File: config.mk
export PLATFORM = sky130hd
export DESIGN_NAME = sensor_arbiter_flat
export DESIGN_NICKNAME = d
export VERILOG_FILES = /design/src/rtl/sensor_arbiter_if.sv /design/src/rtl/sensor_arbiter.sv /design/src/flat_wrapper.sv
export SDC_FILE = /design/constraint.sdc
export NUM_CORES = 1
export LEC_CHECK = 0
export ABC_AREA = 1
export CORE_MARGIN = 2
export CORE_UTILIZATION = 60
export DETAILED_ROUTE_END_ITERATION = 10
export DONT_BUFFER_PORTS = 1
export GPL_ROUTABILITY_DRIVEN = 0
export PLACE_DENSITY = 0.8
export SLEW_MARGIN = 20
export SYNTH_ARGS = -nofsm -noshare
export SYNTH_HDL_FRONTEND = slang
export SYNTH_SLANG_ARGS = --single-unit
File: constraint.sdc
create_clock -name CLK_I -period 1.43 [get_ports CLK_I]
set_input_delay 0 -clock CLK_I [delete_from_list [all_inputs] [get_ports CLK_I]]
set_output_delay 0 -clock CLK_I [all_outputs]
set_load 0.03 [all_outputs]
File: src/rtl/sensor_arbiter_if.sv
// -----------------------------------------------------------------------------
// sensor_arbiter_if
// Groups the requester-side and sensor-side signals of the sensor arbiter.
// Parameters : ID_W   - sensor ID width
//              DATA_W - sensor data width
// Signals    : REQ_I, ADDR0_I, ADDR1_I          requester requests / sensor IDs
//              GNT_O, DONE_O, DATA_O, ERR_O     grant, completion, read data, timeout
//              BUSY_O                           arbiter not idle
//              SENSOR_READ_EN_O, SENSOR_ADDR_O  read strobe / sensor ID to the port
//              SENSOR_DONE_I, SENSOR_DATA_I     completion strobe / data from the port
// Modports   : master - arbiter view (drives grants and the sensor strobe)
//              slave  - environment view (requesters plus sensor port)
// -----------------------------------------------------------------------------
interface sensor_arbiter_if #(
   parameter int ID_W   = 8,
   parameter int DATA_W = 32
);
   logic [1:0]        REQ_I;
   logic [ID_W-1:0]   ADDR0_I;
   logic [ID_W-1:0]   ADDR1_I;
   logic [1:0]        GNT_O;
   logic [1:0]        DONE_O;
   logic [DATA_W-1:0] DATA_O;
   logic              ERR_O;
   logic              BUSY_O;
   logic              SENSOR_READ_EN_O;
   logic [ID_W-1:0]   SENSOR_ADDR_O;
   logic              SENSOR_DONE_I;
   logic [DATA_W-1:0] SENSOR_DATA_I;

   modport master (
      input  REQ_I, ADDR0_I, ADDR1_I, SENSOR_DONE_I, SENSOR_DATA_I,
      output GNT_O, DONE_O, DATA_O, ERR_O, BUSY_O, SENSOR_READ_EN_O, SENSOR_ADDR_O
   );

   modport slave (
      output REQ_I, ADDR0_I, ADDR1_I, SENSOR_DONE_I, SENSOR_DATA_I,
      input  GNT_O, DONE_O, DATA_O, ERR_O, BUSY_O, SENSOR_READ_EN_O, SENSOR_ADDR_O
   );
endinterface

File: src/rtl/sensor_arbiter.sv
// -----------------------------------------------------------------------------
// sensor_arbiter
// Two-requester round-robin arbiter in front of a single sensor read port.
// One transaction runs IDLE -> ISSUE -> WAIT -> RESP -> IDLE. All outputs are
// registered and forced to zero by the asynchronous active-low reset.
// Parameters : ID_W, DATA_W, TIMEOUT (1..255, WAIT cycles before abort)
// Ports      : CLK_I  - clock, rising edge
//              RST_I  - asynchronous active-low reset
//              bus    - sensor_arbiter_if.master (requests, grants, sensor port)
// Option     : define SENSOR_ARB_TIMEOUT_EN to abort a WAIT after TIMEOUT
//              cycles with ERR_O; otherwise WAIT holds and ERR_O is 0.
// -----------------------------------------------------------------------------
module sensor_arbiter #(
   parameter int ID_W    = 8,
   parameter int DATA_W  = 32,
   parameter int TIMEOUT = 255
) (
   input  logic              CLK_I,
   input  logic              RST_I,
   sensor_arbiter_if.master  bus
);

   typedef enum logic [1:0] {
      ST_IDLE  = 2'd0,
      ST_ISSUE = 2'd1,
      ST_WAIT  = 2'd2,
      ST_RESP  = 2'd3
   } state_t;

   if ((TIMEOUT < 1) || (TIMEOUT > 255)) begin : g_timeout_range
      $error("sensor_arbiter: TIMEOUT must be within 1..255");
   end

   state_t            r_state,    w_state_nxt;
   logic              r_last_gnt, w_last_gnt_nxt;  // index of requester served last
   logic [1:0]        r_gnt,      w_gnt_nxt;
   logic [1:0]        r_done,     w_done_nxt;
   logic [DATA_W-1:0] r_data,     w_data_nxt;
   logic              r_busy,     w_busy_nxt;
   logic              r_read_en,  w_read_en_nxt;
   logic [ID_W-1:0]   r_addr,     w_addr_nxt;
   logic              w_sel;

`ifdef SENSOR_ARB_TIMEOUT_EN
   localparam logic [7:0] C_TO_LAST = 8'(TIMEOUT - 1);
   logic [7:0] r_cnt, w_cnt_nxt;
   logic       r_err, w_err_nxt;
`endif

   // Next-state and next-output logic; outputs are computed for the state being entered.
   always_comb begin
      w_state_nxt    = r_state;
      w_last_gnt_nxt = r_last_gnt;
      w_gnt_nxt      = r_gnt;
      w_done_nxt     = 2'b00;
      w_data_nxt     = {DATA_W{1'b0}};
      w_read_en_nxt  = 1'b0;
      w_addr_nxt     = r_addr;
      w_sel          = 1'b0;
`ifdef SENSOR_ARB_TIMEOUT_EN
      w_cnt_nxt      = r_cnt;
      w_err_nxt      = 1'b0;
`endif
      case (r_state)
         ST_IDLE: begin
            if (bus.REQ_I != 2'b00) begin
               // On a tie the requester not served last wins.
               if (bus.REQ_I == 2'b11) begin
                  w_sel = ~r_last_gnt;
               end else begin
                  w_sel = bus.REQ_I[1];
               end
               w_gnt_nxt     = w_sel ? 2'b10 : 2'b01;
               w_addr_nxt    = w_sel ? bus.ADDR1_I : bus.ADDR0_I;
               w_read_en_nxt = 1'b1;
               w_state_nxt   = ST_ISSUE;
            end else begin
               w_gnt_nxt = 2'b00;
            end
         end
         ST_ISSUE: begin
            w_state_nxt = ST_WAIT;
`ifdef SENSOR_ARB_TIMEOUT_EN
            w_cnt_nxt   = 8'd0;
`endif
         end
         ST_WAIT: begin
            // A sensor strobe beats a simultaneous timeout.
            if (bus.SENSOR_DONE_I) begin
               w_done_nxt  = r_gnt;
               w_data_nxt  = bus.SENSOR_DATA_I;
               w_state_nxt = ST_RESP;
            end else begin
`ifdef SENSOR_ARB_TIMEOUT_EN
               if (r_cnt == C_TO_LAST) begin
                  w_done_nxt  = r_gnt;
                  w_err_nxt   = 1'b1;
                  w_state_nxt = ST_RESP;
               end else begin
                  w_cnt_nxt = r_cnt + 8'd1;
               end
`else
               w_state_nxt = ST_WAIT;
`endif
            end
         end
         ST_RESP: begin
            w_last_gnt_nxt = r_gnt[1];
            w_gnt_nxt      = 2'b00;
            w_state_nxt    = ST_IDLE;
         end
         default: begin
            w_gnt_nxt   = 2'b00;
            w_state_nxt = ST_IDLE;
         end
      endcase
      w_busy_nxt = (w_state_nxt != ST_IDLE);
   end

   // State and registered-output flops.
   always_ff @(posedge CLK_I or negedge RST_I) begin
      if (!RST_I) begin
         r_state    <= ST_IDLE;
         r_last_gnt <= 1'b1;
         r_gnt      <= 2'b00;
         r_done     <= 2'b00;
         r_data     <= {DATA_W{1'b0}};
         r_busy     <= 1'b0;
         r_read_en  <= 1'b0;
         r_addr     <= {ID_W{1'b0}};
      end else begin
         r_state    <= w_state_nxt;
         r_last_gnt <= w_last_gnt_nxt;
         r_gnt      <= w_gnt_nxt;
         r_done     <= w_done_nxt;
         r_data     <= w_data_nxt;
         r_busy     <= w_busy_nxt;
         r_read_en  <= w_read_en_nxt;
         r_addr     <= w_addr_nxt;
      end
   end

`ifdef SENSOR_ARB_TIMEOUT_EN
   // WAIT-cycle counter and timeout flag.
   always_ff @(posedge CLK_I or negedge RST_I) begin
      if (!RST_I) begin
         r_cnt <= 8'd0;
         r_err <= 1'b0;
      end else begin
         r_cnt <= w_cnt_nxt;
         r_err <= w_err_nxt;
      end
   end
   assign bus.ERR_O = r_err;
`else
   assign bus.ERR_O = 1'b0;
`endif

   assign bus.GNT_O            = r_gnt;
   assign bus.DONE_O           = r_done;
   assign bus.DATA_O           = r_data;
   assign bus.BUSY_O           = r_busy;
   assign bus.SENSOR_READ_EN_O = r_read_en;
   assign bus.SENSOR_ADDR_O    = r_addr;

endmodule

File: src/flat_wrapper.sv
// flat-port wrapper written by rule: the top's interface ports become plain ports
module sensor_arbiter_flat 
#(
   parameter int ID_W    = 8,
   parameter int DATA_W  = 32,
   parameter int TIMEOUT = 255
)
  (CLK_I, RST_I, bus_REQ_I, bus_ADDR0_I, bus_ADDR1_I, bus_SENSOR_DONE_I, bus_SENSOR_DATA_I, bus_GNT_O, bus_DONE_O, bus_DATA_O, bus_ERR_O, bus_BUSY_O, bus_SENSOR_READ_EN_O, bus_SENSOR_ADDR_O);
  sensor_arbiter_if #(.ID_W(ID_W), .DATA_W(DATA_W)) bus_i ();
  input  logic CLK_I;
  input  logic RST_I;
  input wire logic [$bits(bus_i.REQ_I)-1:0] bus_REQ_I;
  input wire logic [$bits(bus_i.ADDR0_I)-1:0] bus_ADDR0_I;
  input wire logic [$bits(bus_i.ADDR1_I)-1:0] bus_ADDR1_I;
  input wire logic [$bits(bus_i.SENSOR_DONE_I)-1:0] bus_SENSOR_DONE_I;
  input wire logic [$bits(bus_i.SENSOR_DATA_I)-1:0] bus_SENSOR_DATA_I;
  output wire logic [$bits(bus_i.GNT_O)-1:0] bus_GNT_O;
  output wire logic [$bits(bus_i.DONE_O)-1:0] bus_DONE_O;
  output wire logic [$bits(bus_i.DATA_O)-1:0] bus_DATA_O;
  output wire logic [$bits(bus_i.ERR_O)-1:0] bus_ERR_O;
  output wire logic [$bits(bus_i.BUSY_O)-1:0] bus_BUSY_O;
  output wire logic [$bits(bus_i.SENSOR_READ_EN_O)-1:0] bus_SENSOR_READ_EN_O;
  output wire logic [$bits(bus_i.SENSOR_ADDR_O)-1:0] bus_SENSOR_ADDR_O;
  assign bus_i.REQ_I = bus_REQ_I;
  assign bus_i.ADDR0_I = bus_ADDR0_I;
  assign bus_i.ADDR1_I = bus_ADDR1_I;
  assign bus_i.SENSOR_DONE_I = bus_SENSOR_DONE_I;
  assign bus_i.SENSOR_DATA_I = bus_SENSOR_DATA_I;
  assign bus_GNT_O = bus_i.GNT_O;
  assign bus_DONE_O = bus_i.DONE_O;
  assign bus_DATA_O = bus_i.DATA_O;
  assign bus_ERR_O = bus_i.ERR_O;
  assign bus_BUSY_O = bus_i.BUSY_O;
  assign bus_SENSOR_READ_EN_O = bus_i.SENSOR_READ_EN_O;
  assign bus_SENSOR_ADDR_O = bus_i.SENSOR_ADDR_O;
  sensor_arbiter #(.ID_W(ID_W), .DATA_W(DATA_W), .TIMEOUT(TIMEOUT)) u_core (.CLK_I(CLK_I), .RST_I(RST_I), .bus(bus_i));
endmodule
* Word level (Yosys, flattened, before mapping)
Cells that the tools add are included.
Word-level totals: register bits 49, latch bits 0, RAM bits 0, memory bits (read-only) 0, word-level logic and storage cells 34, memories kept 0
Operators by class: add/subtract/negate cells 0, multipliers 0, divide/modulo/power cells 0, $lt $le $gt $ge 0, equality and inequality tests 4, shifts and indexed selects 0, multiplexer cells 16, bitwise logic cells 1, reduce and logical (&&, ||, !) cells 5
Operators with widths (count):
- $mux W32 | 2
- $mux W2 | 5
- $mux W8 | 1
- $pmux W2 S4 | 1
- $eq A2 B2 Y1 const B | 3
- $mux W1 | 6
- $reduce_bool A2 Y1 | 3
- $pmux W2 S2 | 1
- $eq A2 B1 Y1 const B | 1
- $logic_not A2 Y1 | 1
- $reduce_and A2 Y1 | 1
- $not A1 Y1 | 1

* Longest topological paths before layout
Gate-level depths: netlist (run 1).
depth in word-level cells 7, mapped depth 7, mapped depth without buffers 7

* Worst setup path before layout (run 1)
No wires, ideal clock.
kind register to register, from register u_core.r_state[0], to register u_core.r_addr[0] (netlist: u_core.bus.SENSOR_ADDR_O[0]), setup time 0.117 ns, arrival 1.016 ns, data required time 1.313 ns, setup slack 0.296 ns, stages on the path, launching flop included 8, buffers on the path 0, period minus slack after synthesis 1.134 ns, cells stage by stage dfrtp_1 -> inv_1 -> ha_1 -> inv_1 -> nor2_8 -> inv_6 -> nand2_1 -> nand2_1
On the way: longest elaborated chain between the ends 2
RTL lines:
- from (decl) | line sensor_arbiter.sv:34 | state_t r_state, w_state_nxt;
- from (signal assigned) | line sensor_arbiter.sv:132 | r_state <= w_state_nxt;
- $logic_not A2 Y1 | line sensor_arbiter.sv:64 | case (r_state)
- $reduce_and A2 Y1 (no source line)
- to (signal assigned) | line sensor_arbiter.sv:130 | r_addr <= {ID_W{1'b0}};
- to (signal assigned) | line sensor_arbiter.sv:139 | r_addr <= w_addr_nxt;
- to (decl) | line sensor_arbiter.sv:41 | logic [ID_W-1:0] r_addr, w_addr_nxt;
Every way passes these cells. A chain may end at the register's enable or synchronous reset.

* Final worst setup path (run 1)
from register u_core.r_state[0], to register u_core.r_gnt[0] (netlist: u_core.bus.GNT_O[0])
On the way: longest elaborated chain between the ends 2
RTL lines:
- $eq A2 B2 Y1 or $logic_not A2 Y1 (tied branches) | line sensor_arbiter.sv:64
- $pmux W2 S2 or $reduce_bool A2 Y1 (tied branches)
- to (signal assigned) | line sensor_arbiter.sv:134 | r_gnt <= w_gnt_nxt;
- to (decl) | line sensor_arbiter.sv:36 | logic [1:0] r_gnt, w_gnt_nxt;
Several ways; a longest one is shown, not always the timed one.

==> results.toml, run 1 <==
[outcome]
run_status = "finished clean"

[logic_synthesis]
synth_top_flop_cell = "sky130_fd_sc_hd__dfrtp_1"
synth_area_sq_mm = 0.00194
syn-instance-count = 207
synth_area_per_cell_sq_um = 9.35
synth.yosys.seq_area_share_pct = 63.4
synth-warning-count = 0
ys_async_sr_fraction_pct = 100
synth_cell_type_count = 19
synth-edff-count = 0
syn-num-nets = 264
synth-seq-cells = 49

[setup_path]
timing.critical_path.buf_inv = 2
worstPathRequired_ps = 1730
setup.worst_path.end_class = "flop"
critical_path.max_stage_delay_ps = 410
criticalPathCategory = "reg -> reg"
critical_path.top_delay_family = "flip-flops"
path_cells = "inv_1 -> ha_1 -> inv_1 -> nand2_1 -> nor2_1 -> nand2_1 -> o21ai_1"
worst-path-max-fanout = 4
cp.arrival_ps = 1580
critPathLaunchType = "flop"
critical_path.slowest_cell = "sky130_fd_sc_hd__dfrtp_1"

[global_routing]
wire_length_of_the_first_global_routing_pass_um = 7130
first_global_vias = 1580
antenna_found_initial = 0
grt_remaining_overflow = 0
grt_max_degree = 50
grtUsageTotal_pct = 27.3

[final_layout]
area_delta_synth_final_pct = 34.2
final_common_cell = "sky130_fd_sc_hd__inv_1"
final_net_count = 321
final_core_util_pct = 85.1
antenna_cells = 0
post-route-cell-area_sq_mm = 0.00260
layout-drive-gt1-share_pct = 6.42
most-common-layout-cells = "sky130_fd_sc_hd__inv_1, sky130_fd_sc_hd__dlygate4sd3_1, sky130_fd_sc_hd__dfrtp_1, sky130_fd_sc_hd__nor2_1, sky130_fd_sc_hd__nand2_1"

[timing]
post-route-min-period_ps = 1280
setup_violations = 0
timing_max_transition_violations_final = 0
fmax_ghz = 0.778
rsz0062_at_grt = "false"
worst_slew_margin_rel_pct = 65.1
hold_viol = 0
worstMarginPinSlew_ps = 522
final.period_utilization_pct = 89.8
totalNegativeSetupSlack_ps = 0
final.setup_skew_ps = 2.62

[placed_design]
port_buffers = 0
dp_hpwl_um = 2510
detailed_place.area_sq_mm = 0.00198

[clock_network]
path_clk_slew_ps = 130
clock_sinks = 49
cts_buffers = 5
cts_setup_buffers = 0
postCtsHoldBufs = 53
clock_tree.root_cell = "sky130_fd_sc_hd__clkbuf_4"
max_buffers_root_to_sink = 2
tritoncts_clock_tree = "yes"
htreeDepth = 2
cts.repair.resized = 0
worst_skew_pair.late_latency_ps = 360

[pwr]
worst_ir_drop_vdd_v = 0.00111
net-switching-power_uw = 1880
cellInternalPower_uw = 2390
power.combinational.fraction_pct = 24.6
power_density_mw_per_mm2 = 1640
p_seq_share_pct = 59.9
static-leakage-power_uw = 0.00148
power_frac_clock_pct = 15.5
switching_share_pct = 44.0

[drt]
routed_via_density = 4.83
finalWirelength_um = 4490
drt_pass1_iterations = 4
detail_route.drc_violations = 0
routed_wire_length_per_instance_um = 14.5
drtAntennaViolNets = 0
initial_detailed_routing_violation_count = 105
routed-via-count = 1491

[worst_hold_path]
min_path_type = "in -> reg"

[die]
fp.dieArea_sq_mm = 0.00370
chipHeight_um = 60.8
placement_rows = 20
die_width_um = 60.8
floorplan_core_area_sq_mm = 0.00305
ioPinCount = 100
start_util_pct = 63.4

[flow_run]
timing.max_cap.violations = 0
## Yosys cell counts, types with 3 or more instances
library cell              count  share of area, %
sky130_fd_sc_hd__inv_1       57                11
sky130_fd_sc_hd__dfrtp_1     48                62
sky130_fd_sc_hd__nor2_1      35               6.8
sky130_fd_sc_hd__nand2_1     31               6.0
sky130_fd_sc_hd__nand3_1     17               4.4
sky130_fd_sc_hd__ha_1         4               2.6
sky130_fd_sc_hd__buf_2        3              0.78
## layout make-up
type,count,area [sq um]
sequential,49,1230
timing repair buffer,55,576
fill,180,455
clock inverter,2,13.8
multi-input combinational,95,452
clock buffer,6,51.3
tap,44,55.1
inverter,58,223
## per-layer routing
metal / routed length, um / GRT usage (%) / share of wire (%) / vias up
met5: 0 / 0 / 0 / -
li1: - / - / - / 698
met2: 2460 / 49.3 / 55 / 69
met4: 201 / 14.6 / 4.5 / 0
met3: 284 / 8.10 / 6.3 / 17
met1: 1540 / 28.3 / 34 / 707
## per-stage QoR
step	total power (uW)	cells	worst slack, ps	hold slack (ps)
3_5_place_dp	3490	248	157	-295
5_1_grt	4550	309	33.7	25.6
3_3_place_gp	3400	248	235	-295
4_1_cts	4290	309	128	8.06
2_1_floorplan	3220	207	296	-296
6_report	4270	309	145	25.4
## path summary, 6_finish.rpt
check,start,endpoint,slack (ps),depth (start not counted)
max,u_core.r_state[0],u_core.bus.GNT_O[0],150,7
min,bus_REQ_I[0],u_core.bus.SENSOR_ADDR_O[5],30,4
max reg2reg,u_core.r_state[0],u_core.bus.GNT_O[0],150,7
min reg2reg,u_core.r_last_gnt,u_core.r_last_gnt,510,2
max in group asynchronous,RST_I,u_core.r_last_gnt,1040,2
min in group asynchronous,RST_I,u_core.bus.DATA_O[22],140,2
## logic make-up (layout without fill, tap and decap cells)
group                      count (synthesis)  count (layout)  synth area share (%)
buffers and inverters                     63             121                  13.3
adders and majority gates                  4               4                  2.59
DFF                                       49              49                  63.4
other                                      1               1                 0.194
and+or+nand+nor                           87              87                  19.7
AOI/OAI and AO/OA                          3               3                 0.840
## sequential cells by signal, indices dropped and copies added (netlist names)
signal / count
u_core.bus.BUSY_O: 1
u_core.bus.GNT_O: 2
u_core.r_state: 2
u_core.bus.DONE_O: 2
u_core.bus.SENSOR_ADDR_O: 8
u_core.bus.DATA_O: 32
u_core.r_last_gnt: 1
u_core.bus.SENSOR_READ_EN_O: 1
## power by group through the flow
stage	clock network [uW]	logic (uW)	registers, uW
after CTS	679	1060	2560
after floorplan	0	678	2540
after global routing	756	1200	2600
after detailed placement	0	903	2580
after global placement	0	831	2570
final	661	1050	2560
## worst reg2reg max path, delay by kind of cell, from the launching register on
family	cells	cell delay, ps
compound gates	1	70
buf+inv	2	240
fa+ha+maj	1	270
flops	1	410
simple gates	3	240
Note: power is estimated with default switching activity, not from simulation.
==> run 2, diff against run 1 <==
--- a/config.mk
+++ b/config.mk
@@ -6,12 +6,14 @@
 export NUM_CORES = 1
 export LEC_CHECK = 0
 export ABC_AREA = 1
+export CELL_PAD_IN_SITES_DETAIL_PLACEMENT = 0
+export CELL_PAD_IN_SITES_GLOBAL_PLACEMENT = 2
 export CORE_MARGIN = 2
-export CORE_UTILIZATION = 60
+export CORE_UTILIZATION = 34
 export DETAILED_ROUTE_END_ITERATION = 10
 export DONT_BUFFER_PORTS = 1
 export GPL_ROUTABILITY_DRIVEN = 0
-export PLACE_DENSITY = 0.8
+export PLACE_DENSITY = 0.81
 export SLEW_MARGIN = 20
 export SYNTH_ARGS = -nofsm -noshare
 export SYNTH_HDL_FRONTEND = slang
==> run 2 against run 1 <==
Final cell count is 8.7% higher. First-iteration DRC count is 72% lower. Die area is 71% higher. Clock skew is 3.3 ps higher. Flip-flop and latch count stayed put. Via count is 5.1% lower. Non-clock buffer count is 1 lower. Sequential share of layout area is 0.94 points lower. Power is 2.6% higher. Cell area is 2.0% higher. Register-to-register slack better by 30 ps. Highest routed layer unchanged.
==> results.toml, run 2 (synthesis gave the netlist of run 1 again) <==
[final_layout]
multiInputGateArea_sq_um = 452
final_common_cell = "sky130_fd_sc_hd__inv_1"
final_net_count = 320
most-common-layout-cells = "sky130_fd_sc_hd__inv_1, sky130_fd_sc_hd__dlygate4sd3_1, sky130_fd_sc_hd__dfrtp_1, sky130_fd_sc_hd__nor2_1, sky130_fd_sc_hd__nand2_1"
fillCellCount = 516
antenna_cells = 0
final-seq-area_sq_mm = 0.00123
largest_register_ffs = 32
area_delta_synth_final_pct = 36.9
post-route-cell-area_sq_mm = 0.00265
layout-drive-gt1-share_pct = 6.06

[drt]
routed_via_density = 4.21
initial_detailed_routing_violation_count = 29
drt_pass1_iterations = 3
drtAntennaViolNets = 0
routed_wire_length_per_instance_um = 12.5
finalWirelength_um = 4190
detail_route.drc_violations = 0
routed-via-count = 1415

[clock_network]
clock_tree.root_cell = "sky130_fd_sc_hd__clkbuf_8"
cts_buffers = 5
path_clk_slew_ps = 90
tritoncts_clock_tree = "yes"
cts_setup_buffers = 0
clock_sinks = 49
htreeDepth = 2
worst_skew_pair.late_latency_ps = 290
max_buffers_root_to_sink = 2

[global_routing]
wire_length_of_the_first_global_routing_pass_um = 6610
first_global_vias = 1484
grt_remaining_overflow = 0
grtUsageTotal_pct = 13.8
antenna_found_initial = 0
grt_max_degree = 50

[die]
floorplan_core_area_sq_mm = 0.00551
die_width_um = 79.5
fp.dieArea_sq_mm = 0.00631
ioPinCount = 100
start_util_pct = 35.2
placement_rows = 27
chipHeight_um = 79.5

[setup_path]
cp.arrival_ps = 1440
regToRegEndpoint = "u_core.bus.SENSOR_ADDR_O[3]"
r2r_start = "u_core.r_state[0]"
critPathLaunchType = "flop"
worstPathRequired_ps = 1610
critical_path.endpoint = "u_core.bus.SENSOR_ADDR_O[3]"
criticalPathCategory = "reg -> reg"
worst-path-max-fanout = 10
setup.worst_path.end_class = "flop"
timing.critical_path.from = "u_core.r_state[0]"
timing.reg2reg.worst_path_depth = 7
timing.reg2reg.setup_slack_ps = 170

[placed_design]
dp_hpwl_um = 2620
port_buffers = 0
detailed_place.area_sq_mm = 0.00201

[flow_run]
timing.max_cap.violations = 0

[timing]
setup_violations = 0
timing_max_transition_violations_final = 0
rsz0062_at_grt = "false"
totalNegativeSetupSlack_ps = 0
final.period_utilization_pct = 87.9
fmax_ghz = 0.796
hold_viol = 0
final.setup_skew_ps = 5.89
post-route-min-period_ps = 1260

[pwr]
worst_ir_drop_vdd_v = 0.000730
static-leakage-power_uw = 0.00148
power_density_mw_per_mm2 = 1650

[worst_hold_path]
min_path_type = "in -> reg"

[outcome]
run_status = "finished clean"
==> run 2: cell types whose count changed in the layout (fill, tap and decap cells not counted), sizes merged <==
cell	change
clkbuf	-1
buf	-1
clkinv	-1
inv	+1
clkinvlp	+1
==> run 2: routing by layer <==
layer | track usage, % | routed length (um) | vias up
li1 | - | - | 693
met5 | 0 | 0 | -
met2 | 23.9 | 2090 | 69
met1 | 14.0 | 1590 | 651
met4 | 4.14 | 24 | 0
met3 | 7.92 | 491 | 2
==> run 2: metrics by stage <==
stage                     setup slack, ps  instances  utilization, %  power (uW)  hold WS, ps
final                                 173        336            48.1        4380         88.8
after global routing                 48.2        336            48.1        4720          116
after CTS                             169        336            48.1        4450         80.0
after detailed placement              191        275            36.5        3470         -294
after global placement                200        275            36.5        3450         -294
after floorplan                       296        207               -        3220         -296
==> run 2: how the worst min path moves through the flow <==
stage / startpoint / to / slack (ps) / cells past startpoint
final: bus_REQ_I[0] / u_core.bus.SENSOR_ADDR_O[0] / 90 / 4
after global routing: bus_REQ_I[0] / u_core.bus.SENSOR_ADDR_O[0] / 120 / 4
after CTS: bus_REQ_I[0] / u_core.bus.SENSOR_ADDR_O[0] / 80 / 4
after detailed placement: RST_I / u_core.bus.SENSOR_ADDR_O[1] / -290 / 0
after global placement: RST_I / u_core.bus.SENSOR_ADDR_O[1] / -290 / 0
after floorplan: RST_I / u_core.bus.BUSY_O / -300 / 0
==> run 2: where the power goes <==
part	internal (uW)	leakage [uW]	total (uW)	switching (uW)
combinational	394	0.000789	998	604
sequential	1740	0.000646	2580	836
clock	348	0.0000445	806	458
==> run 2: worst max-delay path, cell delays in order, from the launching register on <==
cell and delay, ps:
sky130_fd_sc_hd__dfrtp_1 390, sky130_fd_sc_hd__inv_1 110, sky130_fd_sc_hd__ha_1 150, sky130_fd_sc_hd__inv_1 80, sky130_fd_sc_hd__nor2_8 210, sky130_fd_sc_hd__inv_6 70
sky130_fd_sc_hd__nand2_1 60, sky130_fd_sc_hd__nand2_1 70
==> run 2: cell type report <==
type | count | area share [%]
multi-input cells | 95 | 17.0
flip-flops and latches | 49 | 46.3
clock inverters | 3 | 0.803
clock buffers | 5 | 2.60
inverters | 58 | 8.40
well taps | 72 | 3.40
repair buffers | 54 | 21.4
==> run 2: timing repair <==
action / in CTS / in global routing
hold endpoints to repair: 95 / 0
hold buffers: 53 / 0
gates resized for setup: 0 / 0
